===== src/rtl/rcr_pkg.sv =====
// Shared types and constants for the ripple counter reader.
package rcr_pkg;

  localparam int CNT_W = 4;
  localparam logic [CNT_W-1:0] AMBIG_DIFF = 4'd8;

  typedef enum logic {
    INIT,
    TRACK
  } state_e;

  // A modulo-16 difference in the upper half is a down step, so sign-extending
  // the raw difference gives the two's-complement step directly.
  function automatic logic [CNT_W:0] step_delta(input logic [CNT_W-1:0] diff);
    return {diff[CNT_W-1], diff};
  endfunction

endpackage


===== src/rtl/rcr_sync.sv =====
// Single-bit multi-flop synchroniser feeding one bit of the ripple count.
module rcr_sync #(
  parameter int SYNC_STAGES = 2
) (
  input  logic clk,
  input  logic rst,
  input  logic d_i,
  output logic q_o
);

  logic [SYNC_STAGES-1:0] sync_q;

  always_ff @(posedge clk or posedge rst) begin
    if (rst) sync_q <= '0;
    else     sync_q <= {sync_q[SYNC_STAGES-2:0], d_i};
  end

  assign q_o = sync_q[SYNC_STAGES-1];

endmodule


===== src/rtl/ripple_cnt_reader.sv =====
// Reads an asynchronous ripple up/down counter: synchronise, debounce, then track steps.
// Optional err_cnt output is enabled by defining RIPPLE_CNT_READER_ERRCNT_EN.
module ripple_cnt_reader
  import rcr_pkg::*;
#(
  parameter int SYNC_STAGES   = 2,
  parameter int STABLE_CYCLES = 2
) (
  input  logic             clk,
  input  logic             rst,
  input  logic [CNT_W-1:0] cnt_in,
  output logic [CNT_W-1:0] cnt_out,
  output logic             cnt_valid,
  output logic             upd,
  output logic             dir,
  output logic [CNT_W:0]   delta,
  output logic             err
`ifdef RIPPLE_CNT_READER_ERRCNT_EN
  ,
  output logic [7:0]       err_cnt
`endif
);

  localparam logic [3:0] STAB_MAX  = 4'(STABLE_CYCLES);
  localparam logic [2:0] WARM_DONE = 3'(SYNC_STAGES);

  logic [CNT_W-1:0] sync_s;
  logic [2:0]       warm_q, warm_d;
  logic [CNT_W-1:0] cand_q, cand_d;
  logic [3:0]       stab_q, stab_d;
  logic             stable;
  state_e           state_q, state_d;
  logic [CNT_W-1:0] cnt_out_q, cnt_out_d;
  logic             valid_q, valid_d;
  logic             upd_q, upd_d;
  logic             dir_q, dir_d;
  logic [CNT_W:0]   delta_q, delta_d;
  logic             err_q, err_d;
  logic [CNT_W-1:0] diff;

  for (genvar i = 0; i < CNT_W; i++) begin : g_sync
    rcr_sync #(.SYNC_STAGES(SYNC_STAGES)) u_sync (
      .clk (clk),
      .rst (rst),
      .d_i (cnt_in[i]),
      .q_o (sync_s[i])
    );
  end

  // The filter stays idle until the synchroniser has flushed its reset zeros,
  // otherwise a stale 0 would be accepted as the first value after reset.
  always_comb begin
    warm_d = warm_q;
    cand_d = cand_q;
    stab_d = stab_q;
    if (warm_q != WARM_DONE) begin
      warm_d = warm_q + 3'd1;
    end else if (sync_s != cand_q) begin
      cand_d = sync_s;
      stab_d = 4'd1;
    end else if (stab_q != STAB_MAX) begin
      stab_d = stab_q + 4'd1;
    end
  end

  assign stable = (stab_q == STAB_MAX);
  assign diff   = cand_q - cnt_out_q;

  always_comb begin
    state_d   = state_q;
    cnt_out_d = cnt_out_q;
    valid_d   = valid_q;
    dir_d     = dir_q;
    delta_d   = delta_q;
    upd_d     = 1'b0;
    err_d     = 1'b0;
    case (state_q)
      INIT: begin
        if (stable) begin
          cnt_out_d = cand_q;
          valid_d   = 1'b1;
          state_d   = TRACK;
        end
      end
      TRACK: begin
        if (stable && diff != '0) begin
          cnt_out_d = cand_q;
          if (diff == AMBIG_DIFF) begin
            err_d = 1'b1;
          end else begin
            upd_d   = 1'b1;
            dir_d   = ~diff[CNT_W-1];
            delta_d = step_delta(diff);
          end
        end
      end
      default: state_d = INIT;
    endcase
  end

  always_ff @(posedge clk or posedge rst) begin
    if (rst) begin
      warm_q    <= '0;
      cand_q    <= '0;
      stab_q    <= '0;
      state_q   <= INIT;
      cnt_out_q <= '0;
      valid_q   <= 1'b0;
      upd_q     <= 1'b0;
      dir_q     <= 1'b0;
      delta_q   <= '0;
      err_q     <= 1'b0;
    end else begin
      warm_q    <= warm_d;
      cand_q    <= cand_d;
      stab_q    <= stab_d;
      state_q   <= state_d;
      cnt_out_q <= cnt_out_d;
      valid_q   <= valid_d;
      upd_q     <= upd_d;
      dir_q     <= dir_d;
      delta_q   <= delta_d;
      err_q     <= err_d;
    end
  end

  assign cnt_out   = cnt_out_q;
  assign cnt_valid = valid_q;
  assign upd       = upd_q;
  assign dir       = dir_q;
  assign delta     = delta_q;
  assign err       = err_q;

`ifdef RIPPLE_CNT_READER_ERRCNT_EN
  logic [7:0] err_cnt_q;

  always_ff @(posedge clk or posedge rst) begin
    if (rst)                             err_cnt_q <= '0;
    else if (err_d && err_cnt_q != 8'hFF) err_cnt_q <= err_cnt_q + 8'd1;
  end

  assign err_cnt = err_cnt_q;
`endif

endmodule


===== config.mk =====
export PLATFORM = sky130hd
export DESIGN_NAME = ripple_cnt_reader
export DESIGN_NICKNAME = d
export VERILOG_FILES = /design/src/rtl/rcr_pkg.sv /design/src/rtl/rcr_sync.sv /design/src/rtl/ripple_cnt_reader.sv
export SDC_FILE = /design/constraint.sdc
export NUM_CORES = 1
export LEC_CHECK = 0
export ABC_CLOCK_PERIOD_IN_PS = 3150
export CAP_MARGIN = 20
export CORE_ASPECT_RATIO = 0.7
export CORE_MARGIN = 8
export CORE_UTILIZATION = 35
export DETAILED_ROUTE_END_ITERATION = 12
export GPL_TIMING_DRIVEN = 1
export HOLD_SLACK_MARGIN = 0.02
export SLEW_MARGIN = 20
export SYNTH_ARGS = -nofsm -noshare
export SYNTH_HDL_FRONTEND = slang
export SYNTH_HIERARCHICAL = 1
export SYNTH_SLANG_ARGS = --single-unit

===== constraint.sdc =====
create_clock -name clk -period 3.15 [get_ports clk]
set_clock_uncertainty 0.05 [all_clocks]
set_input_delay 0.63 -clock clk [delete_from_list [all_inputs] [get_ports clk]]
set_output_delay 0.63 -clock clk [all_outputs]
set_load 0.005 [all_outputs]

## After elaboration in Yosys (flattened, before gate mapping)

Index checks and enable logic that the tools add are counted.

- Flip-flop bits (word level): 32
- Input bits: 6
- Output and inout port bits: 13
- Logic and storage cells: 49

- Add/sub/neg operators: 3
- Eq/ne operators: 7
- Mux-type cells: 13
- Bitwise gates (word level): 4
- Reduce and logical (&&, ||, !) cells: 8

Operators with widths:

| kind | count |
|---|---|
| 4-bit 2-to-1 mux | 4 |
| 1-bit 2-to-1 mux | 8 |
| 4-bit one-hot mux with 2 select lines | 1 |
| 2-bit AND reduction | 4 |
| 4-bit by 1-bit adder with 4-bit output, second input constant | 1 |
| 4-bit by 2-bit == test with 1-bit output, second input constant | 1 |
| 4-bit == test, second input constant | 1 |
| 4-bit by 2-bit != test with 1-bit output, second input constant | 1 |
| 4-bit != test | 1 |
| 1-bit inverter | 4 |
| 4-bit nonzero test | 1 |
| 4-bit subtractor | 1 |
| 3-bit by 1-bit adder with 3-bit output, second input constant | 1 |
| 3-bit by 2-bit != test with 1-bit output, second input constant | 1 |
| 3-bit AND reduction | 1 |
| 2-bit by 1-bit != test with 1-bit output, second input constant | 1 |
| 2-bit != test, second input constant | 1 |
| 2-bit nonzero test | 1 |
| 1-bit logical AND | 1 |

## Longest topological paths before layout

- Depth in word-level cells: 5
- Gate-level depth with buffers: 8

## Cells and area by module

The synthesis kept the hierarchy.

By module, submodules not included:

| module | instances | cells an instance | area an instance (um2) | seq. area each (um2) |
|---|---|---|---|---|
| ripple_cnt_reader | 1 | 112 | 1,237.4 | 600.6 |
| rcr_sync | 4 | 3 | 53.8 | 50.0 |

## Worst setup path before layout

No wires, ideal clock.

- Kind: flip-flop to flip-flop
- Start point: register cand_q[0]
- End point: register cnt_out_q[0] (netlist: cnt_out[0])
- Arrival time: 2,023 ps
- Slack: 949 ps
- Cell stages (with the launch flop): 9
- Buffers on the path: 0
- Path through: dfrtp_1 > inv_1 > ha_1 > inv_1 > fa_1 > xnor2_2 > nand4b_2 > o31ai_4 > mux2_1

- Word-level cells in the longest chain between the ends: 5
- Elaborated cells on any way between the ends: 8

RTL lines:

| element | line | text |
|---|---|---|
| start: declaration | ripple_cnt_reader.sv:29 | `logic [CNT_W-1:0] cand_q, cand_d;` |
| start signal: assignment | ripple_cnt_reader.sv:115 | `cand_q <= cand_d;` |
| 4-bit subtractor | ripple_cnt_reader.sv:67 | `assign diff = cand_q - cnt_out_q;` |
| 4-bit nonzero test | ripple_cnt_reader.sv:86 | `if (stable && diff != '0) begin` |
| 1-bit logical AND | ripple_cnt_reader.sv:86 |  |
| 2-bit by 1-bit != test with 1-bit output (no source line) | - |  |
| 2-bit AND reduction (no source line) | - |  |
| end signal: assignment | ripple_cnt_reader.sv:118 | `cnt_out_q <= cnt_out_d;` |
| end: declaration | ripple_cnt_reader.sv:33 | `logic [CNT_W-1:0] cnt_out_q, cnt_out_d;` |

Several ways; a longest one is shown, not always the timed one. The select of a mux whose other input is x is not followed.
A chain may end at the register's enable or synchronous reset.

## Worst setup path in the final report

- Start point: register cand_q[0]
- End point: register cnt_out_q[2] (netlist: cnt_out[2])

- Word-level cells in the longest chain between the ends: 5

RTL lines:

| element | line |
|---|---|
| 4-bit subtractor | ripple_cnt_reader.sv:67 |
| 4-bit nonzero test | ripple_cnt_reader.sv:86 |
| 1-bit logical AND | ripple_cnt_reader.sv:86 |
| 2-bit by 1-bit != test with 1-bit output (no source line) | - |
| 2-bit AND reduction (no source line) | - |

Every way passes these cells.

==> results.ini <==
[sta]
rsz0062_at_grt=false
clock.fmax_ghz=0.4213
final-max-slew-violation-count=0
finalSetupViolCount=0
hold_violations=0
period_minus_slack_ns=2.374
tns_ns=0
tightest_slew_ns=0.6339
period_share_pct=75.35
slew_headroom_pct=57.65

[die]
die_h_um=69.90
die_area_mm2=0.006501
ios=19
start_util_pct=36.81
die_x_um=93
coreArea_mm2=0.003946
row_count=19

[clock_tree]
clockRootBuffer=clkbuf_8
cts.reportedPaths.clkPinSlew_ns=0.07
cts_tree=done
htree_levels=2
numCtsBuffers=5
cts_resized=0
cts_buffer_depth=2
postCtsSetupRepairBufs=0
cts_hold_buf=0
clk_latency_ns=0.28
clock_sinks=32

[detailed_routing]
drt_iter0_markers=27
antenna_left=0
wl_per_cell_um=13.30
routed_wl_um=2633
vias=918
dr.pass1.iters=4
drc=0
via_per_inst=4.636

[yosys]
muxShareOfSynthArea_pct=5.340
synth-edff-count=0
synth_compound_area_share_pct=9.044
synth-simple-area-share_pct=12.83
ys_types=35
syn-num-nets=138
synth.avg_cell_area_um2=11.71
yosysSeqAreaShare_pct=55.12
synth_seq_cells=32
netlist_instances=124
synth_common_cells=32 x dfrtp_1, 16 x inv_1, 14 x nand2_1
synthMostInstantiatedCell=dfrtp_1
synth_top_family_by_area=simple AND/OR/NAND/NOR gates
synth_top_area_share_pct=55.12
synth-xor-area-share_pct=4.737
async_flop_share_pct=100.0
synth_ff_type=dfrtp_1
synth_fa_ha_area_share_pct=7.407
yosysTopAreaCell=dfrtp_1
yosysWarnings=6
synthTopCellsByArea=dfrtp_1 55%, ha_1 6.0%, inv_1 4.1%
synth.cell_area_mm2=0.001453

[outcome]
outcome=completed

[hold_path]
min_path_type=reg -> reg

[final_layout]
num_antenna_cells=0
finalNetCount=160
finalNonFillerCells=198
fill_cells=387
fin_util_pct=45.15
area_delta_synth_final_pct=22.65
drive_gt1_share_pct=11.64

[setup_path]
cp_cell_sequence=inv_1 > ha_1 > inv_1 > fa_1 > xnor2_2 > nand4b_2 > o31ai_4 > mux2_1
cpMostUsedCell=inv_1
critPathMaxStageDelay_ns=0.40
crit_fanout=3
cp_slowest_cell=dfrtp_1
critPathKind=reg -> reg
critPathTopFamily=adder cells
critPathArrivalTime_ns=2.49
path_buf_inv=2
crit_required_ns=3.27
cp-end-kind=flop
start_kind=flop

[global_route]
overflow=0
grt_pass1_wl_um=4485
track_usage_pct=8.874
grt_pass1_vias=960
antenna_found_initial=0
grt_max_degree=25

[placement]
dp_hpwl_um=1999
place_congestion=0.7533
dp.cells=191
port_buffers=18

[power_and_ir_drop]
vdd_drop_max_v=0.0003787
p_leak_nw=0.8221
p_per_area_mw_per_mm2=658.2

[run]
max_cap_viol_count=0

==> cell families (layout without fill, tap and decap cells) <==
group / after synthesis / count (layout)
flops: 32 / 32
simple gates: 32 / 32
buf+inv: 20 / 42
compound gates: 18 / 18
fa+ha+maj: 8 / 8
xor+xnor: 7 / 7
mux: 7 / 7
==> registers in the layout (all words and copies together) (netlist names) <==
| signal | cells |
|---|---|
| g_sync.u_sync/sync_q | 8 |
| state_q | 1 |
| dir | 1 |
| err | 1 |
| cnt_valid | 1 |
| stab_q | 4 |
| upd | 1 |
| warm_q | 3 |
| cand_q | 4 |
| cnt_out | 4 |
| delta | 4 |
==> path summary, 6_finish.rpt <==
path                                                   end  cells past startpoint  slack [ns]                       start
worst max-delay path                            cnt_out[2]                      8        0.78                   cand_q[0]
worst min-delay path            g_sync[3].u_sync/sync_q[1]                      0        0.30  g_sync[3].u_sync/sync_q[0]
worst max register to register                  cnt_out[2]                      8        0.78                   cand_q[0]
worst min register to register  g_sync[3].u_sync/sync_q[1]                      0        0.30  g_sync[3].u_sync/sync_q[0]
max in group asynchronous                         delta[2]                      3        2.06                         rst
min in group asynchronous       g_sync[0].u_sync/sync_q[0]                      2        0.54                         rst
==> layer usage <==
layer	GRT usage, %	wire, um	up-vias
met5	0	0	-
met4	3.381	27	0
met3	5.443	192	6
met2	12.18	1127	25
met1	10.90	1284	433
li1	-	-	454
==> metrics by stage <==
| stage | hold WS (ns) | setup WS [ns] | cell area [um2] | power, mW |
|---|---|---|---|---|
| after floorplan | 0.2812 | 0.9492 | 1453 | 0.7091 |
| after global placement | 0.2856 | 0.8478 | 1685 | 0.8341 |
| after detailed placement | 0.2863 | 0.7666 | 1685 | 0.8459 |
| after CTS | 0.3003 | 0.7648 | 1782 | 1.187 |
| after global routing | 0.3024 | 0.6629 | 1782 | 1.243 |
| final | 0.2996 | 0.7764 | 1782 | 1.173 |
==> report_power, final <==
group	total [mW]	internal, mW	switching (mW)
Clock	0.340	0.194	0.145
Combinational	0.313	0.174	0.139
Sequential	0.520	0.470	0.0495
==> cell usage in the layout, fill, tap and decap left out, drive strengths merged <==
master,netlist,final
dfrtp,32,32
clkdlybuf4s50,0,18
inv,16,16
nand2,14,14
ha,7,7
clkbuf,2,7
a21oi,6,6
mux2,6,6
xor2,4,4
nand2b,3,3
nor2,3,3
nand3,3,3
xnor2,3,3
nand3b,2,2
o22ai,2,2
o2bb2ai,2,2
o21ai,2,2
and3,2,2
nand4b,1,1
o31ai,1,1
nor4,1,1
nor2b,1,1
or3b,1,1
a31oi,1,1
a21o,1,1
o32ai,1,1
a32o,1,1
nor3,1,1
mux2i,1,1
o21bai,1,1
fa,1,1
buf,2,1
==> area by class of cell <==
cell class / count / area (um2) / area share (%)
Clock buffer: 7 / 96.34 / 5.407
Multi-Input combinational cell: 72 / 571.8 / 32.09
Sequential cell: 32 / 800.8 / 44.94
Timing Repair Buffer: 19 / 187.7 / 10.53
Inverter: 16 / 60.06 / 3.371
Tap cell: 52 / 65.06 / 3.652
No activity file was read; power rests on OpenSTA's default activity.
